===== config.mk =====
export PLATFORM = sky130hd
export DESIGN_NAME = arm_decode_fsm
export DESIGN_NICKNAME = d
export VERILOG_FILES = /design/src/rtl/arm_decode_fsm.sv
export SDC_FILE = /design/constraint.sdc
export NUM_CORES = 1
export LEC_CHECK = 0
export ABC_AREA = 1
export CAP_MARGIN = 10
export CELL_PAD_IN_SITES_DETAIL_PLACEMENT = 1
export CELL_PAD_IN_SITES_GLOBAL_PLACEMENT = 1
export CORE_ASPECT_RATIO = 0.7
export CORE_UTILIZATION = 30
export CTS_CLUSTER_DIAMETER = 100
export DETAILED_ROUTE_END_ITERATION = 8
export GPL_TIMING_DRIVEN = 0
export PLACE_DENSITY_LB_ADDON = 0.1
export SYNTH_ARGS = -nofsm -noshare
export SYNTH_HDL_FRONTEND = slang
export SYNTH_SLANG_ARGS = --single-unit

===== constraint.sdc =====
create_clock -name clk -period 19.7 [get_ports clk]
set_input_delay 1.97 -clock clk [delete_from_list [all_inputs] [get_ports clk]]
set_output_delay 1.97 -clock clk [all_outputs]
set_load 0.02 [all_outputs]

===== src/rtl/arm_decode_fsm.sv =====
// arm_decode_fsm: multi-cycle registered ARM instruction sequencer.
// Accepts one instruction per valid/ready handshake and steps it through
// DECODE, optional RSREAD, EXEC and MEM, driving register file, shifter,
// ALU and memory request controls. All outputs are registered.
// Optional build macro: ARM_DECODE_PERF_EN adds perf_retired/perf_skipped.
module arm_decode_fsm #(
  parameter int DATA_WIDTH  = 32,
  parameter int LINK_REG    = 14,
  parameter int PC_INC      = 4,
  parameter int MEM_TIMEOUT = 16
) (
  input  logic                  clk,
  input  logic                  reset,
  input  logic                  inst_valid,
  output logic                  inst_ready,
  input  logic [31:0]           inst,
  input  logic                  cond_pass,
  input  logic [DATA_WIDTH-1:0] pc_out,
  input  logic [DATA_WIDTH-1:0] rm_out,
  input  logic [DATA_WIDTH-1:0] alu_out,
  input  logic [DATA_WIDTH-1:0] mem_rdata,
  input  logic                  mem_ack,
  output logic [3:0]            read_rn,
  output logic [3:0]            read_rm,
  output logic [3:0]            read_rs,
  output logic [3:0]            write_rd,
  output logic                  rd_we,
  output logic                  pc_we,
  output logic                  cpsr_we,
  output logic [DATA_WIDTH-1:0] rd_in,
  output logic [DATA_WIDTH-1:0] pc_in,
  output logic [1:0]            shiftee_sel,
  output logic [1:0]            shifter_sel,
  output logic [3:0]            barrel_sel,
  output logic [3:0]            alu_sel,
  output logic [DATA_WIDTH-1:0] immed_32_shiftee_in,
  output logic                  mem_req,
  output logic                  mem_we,
  output logic [DATA_WIDTH-1:0] mem_addr,
  output logic [DATA_WIDTH-1:0] mem_wdata,
  output logic                  mem_abort,
  output logic                  halted
`ifdef ARM_DECODE_PERF_EN
  ,
  output logic [31:0]           perf_retired,
  output logic [31:0]           perf_skipped
`endif
);

  // Shared mux/op encodings used by the datapath.
  localparam logic [1:0] SHIFTEE_RM    = 2'd0;
  localparam logic [1:0] SHIFTEE_IMM8  = 2'd1;
  localparam logic [1:0] SHIFTEE_IMM32 = 2'd2;
  localparam logic [1:0] SHIFTER_IMM5  = 2'd0;
  localparam logic [1:0] SHIFTER_RS    = 2'd1;
  localparam logic [1:0] SHIFTER_ROT   = 2'd2;
  localparam logic [1:0] SHIFTER_ZERO  = 2'd3;
  localparam logic [3:0] BARREL_LSL    = 4'd0;
  localparam logic [3:0] BARREL_ROR    = 4'd3;
  localparam logic [3:0] ALU_SUB       = 4'd2;
  localparam logic [3:0] ALU_ADD       = 4'd4;

  localparam int CNT_W = (MEM_TIMEOUT > 1) ? $clog2(MEM_TIMEOUT) : 1;
  localparam logic [CNT_W-1:0] CNT_LAST = CNT_W'(MEM_TIMEOUT - 1);

  typedef enum logic [2:0] {
    S_IDLE, S_DECODE, S_RSREAD, S_EXEC, S_MEM, S_HALT
  } state_e;

  typedef struct packed {
    logic                  inst_ready;
    logic [3:0]            read_rn;
    logic [3:0]            read_rm;
    logic [3:0]            read_rs;
    logic [3:0]            write_rd;
    logic                  rd_we;
    logic                  pc_we;
    logic                  cpsr_we;
    logic [DATA_WIDTH-1:0] rd_in;
    logic [DATA_WIDTH-1:0] pc_in;
    logic [1:0]            shiftee_sel;
    logic [1:0]            shifter_sel;
    logic [3:0]            barrel_sel;
    logic [3:0]            alu_sel;
    logic [DATA_WIDTH-1:0] immed;
    logic                  mem_req;
    logic                  mem_we;
    logic [DATA_WIDTH-1:0] mem_addr;
    logic [DATA_WIDTH-1:0] mem_wdata;
    logic                  mem_abort;
    logic                  halted;
  } out_t;

  state_e            state_q, state_d;
  logic [27:0]       inst_q, inst_d;
  logic [CNT_W-1:0]  cnt_q, cnt_d;
  out_t              out_q, out_d;

  // Condition bits are resolved upstream via cond_pass, so only [27:0] is kept.
  logic [1:0]            cls;
  logic                  is_rs, is_ext, is_test, accept, timeout;
  logic [DATA_WIDTH-1:0] br_imm, mem_imm;

  assign cls     = inst_q[27:26];
  assign is_rs   = (cls == 2'b00) && !inst_q[25] && inst_q[4] && !inst_q[7];
  assign is_ext  = (cls == 2'b00) && !inst_q[25] && inst_q[4] && inst_q[7];
  assign is_test = (inst_q[24:23] == 2'b10);
  assign accept  = (state_q == S_IDLE) && inst_valid && out_q.inst_ready;
  assign timeout = (cnt_q == CNT_LAST);
  assign br_imm  = ({{(DATA_WIDTH-24){inst_q[23]}}, inst_q[23:0]} << 2) + DATA_WIDTH'(4);
  assign mem_imm = {{(DATA_WIDTH-12){1'b0}}, inst_q[11:0]};

  // State, captured instruction, wait counter and output registers.
  always_ff @(posedge clk or posedge reset) begin
    if (reset) begin
      state_q <= S_IDLE;
      inst_q  <= 28'd0;
      cnt_q   <= '0;
      out_q   <= '0;
    end else begin
      state_q <= state_d;
      inst_q  <= inst_d;
      cnt_q   <= cnt_d;
      out_q   <= out_d;
    end
  end

  // Next-state sequencing, instruction capture and MEM wait counting.
  always_comb begin
    state_d = state_q;
    inst_d  = inst_q;
    cnt_d   = cnt_q;
    case (state_q)
      S_IDLE: begin
        if (accept) begin
          state_d = S_DECODE;
          inst_d  = inst[27:0];
        end else begin
          state_d = S_IDLE;
        end
      end
      S_DECODE: begin
        cnt_d = '0;
        if (!cond_pass) begin
          state_d = S_IDLE;
        end else begin
          case (cls)
            2'b00:   state_d = is_rs ? S_RSREAD : (is_ext ? S_IDLE : S_EXEC);
            2'b10:   state_d = S_EXEC;
            2'b01:   state_d = S_MEM;
            default: state_d = (inst_q[25:24] == 2'b11) ? S_HALT : S_IDLE;
          endcase
        end
      end
      S_RSREAD: state_d = S_EXEC;
      S_EXEC:   state_d = S_IDLE;
      S_MEM: begin
        if (mem_ack || timeout) begin
          state_d = S_IDLE;
        end else begin
          cnt_d = cnt_q + CNT_W'(1);
        end
      end
      S_HALT:   state_d = S_HALT;
      default:  state_d = S_IDLE;
    endcase
  end

  // Output values for the next cycle: controls, write pulses, memory port.
  always_comb begin
    out_d            = '0;
    out_d.inst_ready = (state_q == S_IDLE) && !accept;
    out_d.halted     = (state_q == S_HALT);
    if (state_q inside {S_DECODE, S_RSREAD, S_EXEC, S_MEM}) begin
      case (cls)
        2'b00: begin
          out_d.read_rn = inst_q[19:16];
          out_d.read_rm = inst_q[3:0];
          out_d.read_rs = inst_q[11:8];
          out_d.alu_sel = inst_q[24:21];
          if (inst_q[25]) begin
            out_d.shiftee_sel = SHIFTEE_IMM8;
            out_d.shifter_sel = SHIFTER_ROT;
            out_d.barrel_sel  = BARREL_ROR;
          end else if (inst_q[4]) begin
            out_d.shiftee_sel = SHIFTEE_RM;
            out_d.shifter_sel = SHIFTER_RS;
            out_d.barrel_sel  = {2'b01, inst_q[6:5]};
          end else begin
            out_d.shiftee_sel = SHIFTEE_RM;
            out_d.shifter_sel = SHIFTER_IMM5;
            out_d.barrel_sel  = {2'b00, inst_q[6:5]};
          end
        end
        2'b10: begin
          out_d.read_rn     = 4'd15;
          out_d.alu_sel     = ALU_ADD;
          out_d.shiftee_sel = SHIFTEE_IMM32;
          out_d.shifter_sel = SHIFTER_ZERO;
          out_d.barrel_sel  = BARREL_LSL;
          out_d.immed       = br_imm;
        end
        2'b01: begin
          out_d.read_rn     = inst_q[19:16];
          out_d.read_rm     = inst_q[15:12];
          out_d.alu_sel     = inst_q[23] ? ALU_ADD : ALU_SUB;
          out_d.shiftee_sel = SHIFTEE_IMM32;
          out_d.shifter_sel = SHIFTER_ZERO;
          out_d.barrel_sel  = BARREL_LSL;
          out_d.immed       = mem_imm;
        end
        default: out_d.immed = '0;
      endcase
    end else begin
      out_d.immed = '0;
    end
    case (state_q)
      S_EXEC: begin
        if (cls == 2'b10) begin
          out_d.pc_we = 1'b1;
          out_d.pc_in = alu_out;
          if (inst_q[24]) begin
            out_d.rd_we    = 1'b1;
            out_d.write_rd = 4'(LINK_REG);
            out_d.rd_in    = pc_out + DATA_WIDTH'(PC_INC);
          end else begin
            out_d.rd_we = 1'b0;
          end
        end else begin
          out_d.write_rd = inst_q[15:12];
          out_d.rd_in    = alu_out;
          out_d.rd_we    = !is_test;
          out_d.cpsr_we  = is_test || inst_q[20];
        end
      end
      S_MEM: begin
        if (mem_ack) begin
          out_d.rd_we    = inst_q[20];
          out_d.rd_in    = mem_rdata;
          out_d.write_rd = inst_q[15:12];
        end else if (timeout) begin
          out_d.mem_abort = 1'b1;
        end else begin
          out_d.mem_req   = 1'b1;
          out_d.mem_we    = !inst_q[20];
          out_d.mem_addr  = alu_out;
          out_d.mem_wdata = rm_out;
        end
      end
      default: out_d.rd_we = 1'b0;
    endcase
  end

  assign inst_ready          = out_q.inst_ready;
  assign read_rn             = out_q.read_rn;
  assign read_rm             = out_q.read_rm;
  assign read_rs             = out_q.read_rs;
  assign write_rd            = out_q.write_rd;
  assign rd_we               = out_q.rd_we;
  assign pc_we               = out_q.pc_we;
  assign cpsr_we             = out_q.cpsr_we;
  assign rd_in               = out_q.rd_in;
  assign pc_in               = out_q.pc_in;
  assign shiftee_sel         = out_q.shiftee_sel;
  assign shifter_sel         = out_q.shifter_sel;
  assign barrel_sel          = out_q.barrel_sel;
  assign alu_sel             = out_q.alu_sel;
  assign immed_32_shiftee_in = out_q.immed;
  assign mem_req             = out_q.mem_req;
  assign mem_we              = out_q.mem_we;
  assign mem_addr            = out_q.mem_addr;
  assign mem_wdata           = out_q.mem_wdata;
  assign mem_abort           = out_q.mem_abort;
  assign halted              = out_q.halted;

`ifdef ARM_DECODE_PERF_EN
  // Retired and condition-skipped instruction counters (wrap naturally).
  always_ff @(posedge clk or posedge reset) begin
    if (reset) begin
      perf_retired <= 32'd0;
      perf_skipped <= 32'd0;
    end else begin
      if ((state_q == S_EXEC) || ((state_q == S_MEM) && mem_ack)) begin
        perf_retired <= perf_retired + 32'd1;
      end else begin
        perf_retired <= perf_retired;
      end
      if ((state_q == S_DECODE) && !cond_pass) begin
        perf_skipped <= perf_skipped + 32'd1;
      end else begin
        perf_skipped <= perf_skipped;
      end
    end
  end
`endif

endmodule


==> key figures, run 1 <==
Status
  – Status: complete, no violations

Critical path
  – Startpoint Class: register
  – Crit-path slowest cell: clkdlybuf4s50_1
  – Max FO, Critical Path: 6
  – Critical Path Sink Type: primary output
  – Crit-path cells: buf_4 -> clkdlybuf4s50_1
  – Max stage delay on crit path: 0.59 ns
  – Critical Path AT: 1.76 ns
  – Worst path bufs/invs: 2
  – CP required: ~18 ns
  – Cell family with most CP delay: buffers and inverters
  – Crit path kind: register to primary output

Synth
  – Library cells used by synthesis: 44
  – Cell count after synthesis: 1,114
  – Yosys reg bits: ~230
  – Ys Warns: 0
  – EDFF count, synth: 0
  – Synth Area per Inst: about 9 sq um
  – Seq/Total Area, Yosys: roughly 58%
  – Synthesized area: 0.00974 sq mm
  – Post-synth ARST share: between 90% and 100%
  – Post-synth net total: 1,286
  – Top_reg_cell synth: dfrtp_1

Finish
  – Commonest non-fill, non-tap cell in the layout: clkdlybuf4s50_1
  – Most frequent cells in the layout: clkdlybuf4s50_1 (355), dfrtp_1 (225), nor2_1 (213)
  – Nets: roughly 1,700
  – Filler cells: 3,681
  – P&R area growth vs syn: 51.5%
  – Share of cells above drive strength 1: 7.12%

Placement
  – Port Buffer Count: roughly 360
  – Pre-CTS setup slack: around 16 ns
  – Hpwl dp: slightly below 30,000 um
  – Placer Congestion: 0.928

Detailed routing
  – Drt pass-1 iters: 5
  – Via count: about 9,000
  – Post-Route WL: between 30,000 and 40,000 um
  – Wirelength per Cell: slightly below 20 um
  – Drt initial violations: between 600 and 700
  – Number of routed nets with antenna violations: 0
  – Via/cell ratio: between 4 and 5
  – Residual DRC: 0

Timing
  – Max Clk Rate: 0.268 GHz
  – Final hold vios: 0
  – Worst slew pin tran: roughly 0.6 ns
  – # setup viols final: 0
  – TNS Setup: 0 ns
  – Unrepaired setup endpoints after global routing: no
  – Max-slew violations: 0
  – Skew final: 0.0123 ns
  – Worst slew margin: 60.2%
  – Tmin final: ~3.7 ns
  – Final period util: approximately a fifth
  – Worst setup margin: 15.97 ns

Floorplan
  – Die X: ~220 um
  – Die area: approximately 0.033 sq mm
  – IO Pins: 361
  – Total core area: 0.0316 sq mm
  – Cell Rows: between 50 and 60
  – Die Ht: between 150 and 200 um
  – Starting Density: a little under a third

Power
  – Worst vdd rail ir drop: around 0.062 mV
  – Leak pwr: 7.33 nW
  – Pwr dens: 115 mW/mm^2

Clock network
  – H-tree depth: 1
  – CTS Buf Count: 26
  – Clock latency at the later pin of the worst-skew pair: about 0.55 ns
  – CTS tree: yes
  – Root buffer cell: clkbuf_16
  – Clock Path Buffers: 3
  – Clock sink count: roughly 230
  – Postcts setup bufs: 0
  – CTS resizes: 0
  – Clk pin slew, worst setup/hold paths: ~0.060 ns
  – # hold bufs at CTS: 0

Global routing
  – Total congestion overflow: 0
  – Initial antenna violation count: 5
  – Largest net degree at the start of global routing: between 100 and 150
  – GRT Overall Usage: a little under a quarter
  – Vias in the first global route: 9,186
  – First-pass GRT wire length: 57,700 um

Run
  – Maxcap violations: 0

Worst hold path
  – Worst min-delay path class: register to register
state kept, by name, summed over array words and instances (netlist names), 2 cells and up:
register,count
read_rs,4
state_q,3
immed_32_shiftee_in,27
write_rd,4
alu_sel,4
cnt_q,4
shiftee_sel,2
inst_q,28
mem_addr,32
read_rn,4
mem_wdata,32
read_rm,4
rd_in,32
barrel_sel,3
shifter_sel,2
pc_in,32
power by group:
part	switching [mW]	leakage [nW]	internal (mW)	total (mW)
Combinational	0.374	3.87	0.223	0.597
Clock	0.199	0.429	0.294	0.493
Sequential	0.0616	3.03	0.545	0.607
cells by family after synthesis:
group                    count (synthesis)  share of synthesized area, %
adder cells (fa/ha/maj)                  7                         0.900
buffers and inverters                  226                          9.87
multiplexers                             5                         0.578
AND/OR/NAND/NOR                        517                          22.9
other                                    1                        0.0385
XOR/XNOR                                 5                         0.450
flip-flops                             225                          57.8
AO/OA/AOI/OAI                          128                          7.42
cells in the mapped netlist (5+ instances only):
cell / number / area share [%]
buf_2: 10 / 0.51
inv_2: 7 / 0.27
o22ai_1: 6 / 0.39
nand2_1: 195 / 7.5
nor2_1: 213 / 8.2
nand2_2: 5 / 0.32
ha_1: 7 / 0.90
clkbuf_1: 9 / 0.35
dfrtp_1: 225 / 58
nor2_4: 5 / 0.58
o21ai_0: 52 / 2.7
o211ai_1: 9 / 0.69
nand3_1: 57 / 2.9
buf_6: 9 / 1.0
mux2_2: 5 / 0.58
nand4_1: 20 / 1.3
nor3_1: 6 / 0.31
a21oi_1: 41 / 2.1
inv_1: 182 / 7.0
buf_4: 8 / 0.62
path summary, 6_finish.rpt:
check	from	end	slack (ns)	cells past startpoint
worst max-delay path	immed_32_shiftee_in[30]	immed_32_shiftee_in[27]	15.97	2
worst min-delay path	inst_q[20]	mem_we	0.46	1
worst max register to register	inst_q[27]	pc_in[15]	17.44	6
worst min register to register	inst_q[20]	mem_we	0.46	1
max in group asynchronous	reset	mem_addr[20]	17.21	3
min in group asynchronous	reset	immed_32_shiftee_in[2]	1.72	2
area by class of cell:
class | instances | area, sq um | share of cell area, %
antenna | 4 | 10.0 | 0.0678
buffer | 36 | 245 | 1.66
clock buffer | 36 | 759 | 5.15
clock inverter | 10 | 106 | 0.721
inverter | 190 | 723 | 4.90
multi-input combinational | 663 | 3140 | 21.3
sequential | 225 | 5630 | 38.2
tap | 420 | 526 | 3.56
timing repair buffer | 357 | 3610 | 24.5
metal layers:
metal / part of all wire (%) / vias to the layer above / global-route usage, % / routed length (um)
met5: 0 / - / 0 / 0
met4: 2.2 / 0 / 5.70 / 838
met3: 7.4 / 43 / 6.29 / 2810
met2: 42 / 280 / 33.9 / 16000
met1: 48 / 4418 / 33.6 / 18300
li1: - / 4235 / - / -
stage by stage:
stage	hold slack, ns	cells	util (%)	power (mW)	instance area (sq um)
global placement	0.456	1889	43.8	1.20	13800
global route	0.490	1940	46.7	1.79	14800
CTS	0.465	1937	46.7	1.71	14700
detailed placement	0.455	1891	44.0	1.21	13900
finish	0.456	1941	46.8	1.70	14800
floorplan	0.423	1114	-	0.931	9740
No activity file was read; power rests on OpenSTA's default activity.
==> run 2: changes to the inputs <==
--- a/config.mk
+++ b/config.mk
@@ -10,7 +10,7 @@
 export CELL_PAD_IN_SITES_DETAIL_PLACEMENT = 1
 export CELL_PAD_IN_SITES_GLOBAL_PLACEMENT = 1
 export CORE_ASPECT_RATIO = 0.7
-export CORE_UTILIZATION = 30
+export CORE_UTILIZATION = 29
 export CTS_CLUSTER_DIAMETER = 100
 export DETAILED_ROUTE_END_ITERATION = 8
 export GPL_TIMING_DRIVEN = 0
==> constraint.sdc (replaced) <==
create_clock -name clk -period 3.3 [get_ports clk]
set_input_delay 0.33 -clock clk [delete_from_list [all_inputs] [get_ports clk]]
set_output_delay 0.33 -clock clk [all_outputs]
set_load 0.02 [all_outputs]
==> run 2 against run 1 <==
  * Global-route usage fell by 0.94 points
  * Non-clock buffer count increased by 4
  * First-iteration DRC count shrank 25%
  * Worst hold slack worse by 0.32 ns
  * Critical path depth increased by 4
  * Register-to-register slack worse by 16 ns
  * Die area grew 3.4%
  * Sequential power rose to 6.0 times the previous value
==> key figures, run 2 (synthesized netlist as in run 1, its figures left out) <==
Clock network
  – CTS Buf Count: 25 (was 26)
  – CTS resizes: 0 (unchanged)
  – Clock Path Buffers: 3 (unchanged)
  – # hold bufs at CTS: 0 (unchanged)
  – Root buffer cell: clkbuf_16 (unchanged)
  – Clock sink count: 225 (unchanged)
  – Postcts setup bufs: 0 (unchanged)
  – Clk pin slew, worst setup/hold paths: 0.07 ns (was 0.06 ns)
  – H-tree depth: 1 (unchanged)
  – Clock latency at the later pin of the worst-skew pair: 0.54 ns (was 0.55 ns)
  – CTS tree: yes (unchanged)

Placement
  – Placed Cells: 1,902 (was 1,891)
  – Hpwl dp: 29,900 um (was 29,500 um)
  – Port Buffer Count: 355 (unchanged)
  – Placer Congestion: 0.888 (was 0.928)

Floorplan
  – Die area: 0.0343 sq mm (was 0.0332 sq mm)
  – Die Ht: 155 um (was 153 um)
  – IO Pins: 361 (unchanged)
  – Starting Density: 29.8% (was 30.9%)
  – Total core area: 0.0327 sq mm (was 0.0316 sq mm)
  – Cell Rows: 55 (was 54)
  – Die X: 221 um (was 217 um)

Critical path
  – Max FO, Critical Path: 10 (was 6)
  – Critical Path AT: 2.70 ns (was 1.76 ns)
  – Critical Path Sink Type: register (was primary output)
  – Worst path bufs/invs: 3 (was 2)
  – Startpoint Class: register (unchanged)
  – CP required: 3.69 ns (was 17.73 ns)
  – Cell family with most CP delay: buffers and inverters (unchanged)
  – Crit-path slowest cell: dfrtp_1 (was clkdlybuf4s50_1)
  – Max stage delay on crit path: 0.55 ns (was 0.59 ns)
  – FF-to-FF path depth: 6 (unchanged)
  – RR Endpoint: pc_in[20] (was pc_in[15])
  – Crit path kind: register to register (was register to primary output)
  – R2R setup slack: 0.99 ns (was 17.44 ns)
  – Reg-to-reg critical path startpoint: inst_q[27] (unchanged)
  – Crit-path cells: ha_1 -> inv_1 -> nor2_4 -> inv_2 -> clkbuf_1 -> nor2_1 (was buf_4 -> clkdlybuf4s50_1)

Power
  – Worst vdd rail ir drop: 0.332 mV (was 0.0625 mV)
  – Pwr dens: 689 mW/mm^2 (was 115 mW/mm^2)
  – Sw frac: 37.1% (was 37.4%)
  – Clock Power Share: 29.5% (was 29.0%)
  – Leak pwr: 7.36 nW (was 7.33 nW)
  – P_int: 6.43 mW (was 1.06 mW)
  – Comb pwr share: 35.0% (was 35.2%)
  – Switching power: 3.79 mW (was 635 uW)
  – Sequential share of power: 35.5% (was 35.8%)

Detailed routing
  – Drt initial violations: 452 (was 604)
  – Via count: 8,864 (was 8,976)
  – Number of routed nets with antenna violations: 0 (unchanged)
  – Drt pass-1 iters: 4 (was 5)
  – Post-Route WL: 37,800 um (was 38,000 um)
  – Residual DRC: 0 (unchanged)
  – Via/cell ratio: 4.55 (was 4.62)
  – Wirelength per Cell: 19.4 um (was 19.6 um)

Worst hold path
  – Worst min-delay path class: primary input to async pin (was register to register)

Global routing
  – Initial antenna violation count: 3 (was 5)
  – GRT Overall Usage: 22.2% (was 23.1%)
  – Vias in the first global route: 9,415 (was 9,186)
  – Largest net degree at the start of global routing: 40 (was 113)
  – Total congestion overflow: 0 (unchanged)
  – First-pass GRT wire length: 57,600 um (was 57,700 um)

Finish
  – Commonest non-fill, non-tap cell in the layout: clkdlybuf4s50_1 (unchanged)
  – Util after Layout: 45.4% (was 46.8%)
  – P&R area growth vs syn: 52.4% (was 51.5%)
  – Share of cells above drive strength 1: 7.37% (was 7.12%)
  – Most frequent cells in the layout: clkdlybuf4s50_1 (355), dfrtp_1 (225), nor2_1 (213) (unchanged)
  – Fin cells: 1,949 (was 1,941)
  – Nets: 1,674 (was 1,671)

Timing
  – Max-slew violations: 0 (unchanged)
  – Final period util: a little over two thirds
  – Max Clk Rate: about 0.43 GHz
  – # setup viols final: 0 (unchanged)
  – Worst slew margin: 60.1% (was 60.2%)
  – Final hold vios: 0 (unchanged)
  – TNS Setup: 0 ns (unchanged)
  – Skew final: 0.0180 ns (was 0.0123 ns)
  – Unrepaired setup endpoints after global routing: no (unchanged)
  – Tmin final: 2.31 ns
  – Worst slew pin tran: 0.593 ns (was 0.597 ns)
  – Hold Slack: 0.139 ns (was 0.456 ns)

Run
  – Maxcap violations: 0 (unchanged)

Status
  – Status: complete, no violations (unchanged)
run 2: cell types whose count changed in the layout (fill, tap and decap cells not counted):
cell | before | now
buf_12 | 0 | 6
buf_16 | 2 | 0
bufinv_16 | 2 | 4
clkbuf_16 | 27 | 25
diode_2 | 4 | 2
clkbuf_1 | 13 | 12
clkbuf_8 | 5 | 6
clkinv_2 | 6 | 5
clkinv_4 | 1 | 0
clkinvlp_4 | 1 | 2
inv_6 | 0 | 1
inv_8 | 1 | 0
run 2: area by class of cell:
cell class                 count  area, sq um
timing repair buffer         361         3670
clock inverter                11          161
buffer                        36          245
multi-input combinational    663         3140
tap                          427          534
clock buffer                  34          719
inverter                     190          719
antenna                        2         5.00
sequential                   225         5630
fill                        3780        17900
run 2: worst reg2reg max path, cell delays in order (launching register included):
cell and delay [ns]:
dfrtp_1 0.55, ha_1 0.33, inv_1 0.32, nor2_4 0.12, inv_2 0.26, clkbuf_1 0.48, nor2_1 0.10
run 2: how the worst max path moves through the flow:
stage | startpoint | to | slack, ns | cells after the start
after global placement | reset | mem_wdata[9] | -1.99 | 2
after CTS | inst_q[27] | pc_in[20] | 0.96 | 6
final | inst_q[27] | pc_in[20] | 0.99 | 6
after detailed placement | pc_out[2] | rd_in[30] | 0.87 | 10
after global routing | inst_q[27] | pc_in[20] | 0.85 | 6
after floorplan | reset | alu_sel[0] | 0.03 | 1
run 2: routing by layer:
metal	vias to the layer above	wire, um	global-route usage, %
met4	0	660	4.60
met2	240	16200	33.6
met3	34	2590	6.36
met1	4363	18400	31.4
met5	-	0	0
li1	4227	-	-
run 2: power groups by stage:
| stage | logic, mW | registers (mW) | clock network, mW |
|---|---|---|---|
| after global routing | 3.90 | 3.68 | 3.20 |
| after CTS | 3.59 | 3.62 | 3.10 |
| final | 3.57 | 3.62 | 3.02 |
| after global placement | 3.51 | 3.66 | 0 |
| after floorplan | 1.62 | 3.93 | 0 |
| after detailed placement | 3.58 | 3.67 | 0 |
run 2: through the flow:
| step | setup WS [ns] | instance area [sq um] | power, mW |
|---|---|---|---|
| after detailed placement | 0.870 | 13900 | 7.25 |
| after floorplan | 0.0320 | 9740 | 5.56 |
| after CTS | 0.956 | 14800 | 10.3 |
| final | 0.992 | 14800 | 10.2 |
| after global routing | 0.851 | 14800 | 10.8 |
| after global placement | -1.99 | 13800 | 7.17 |
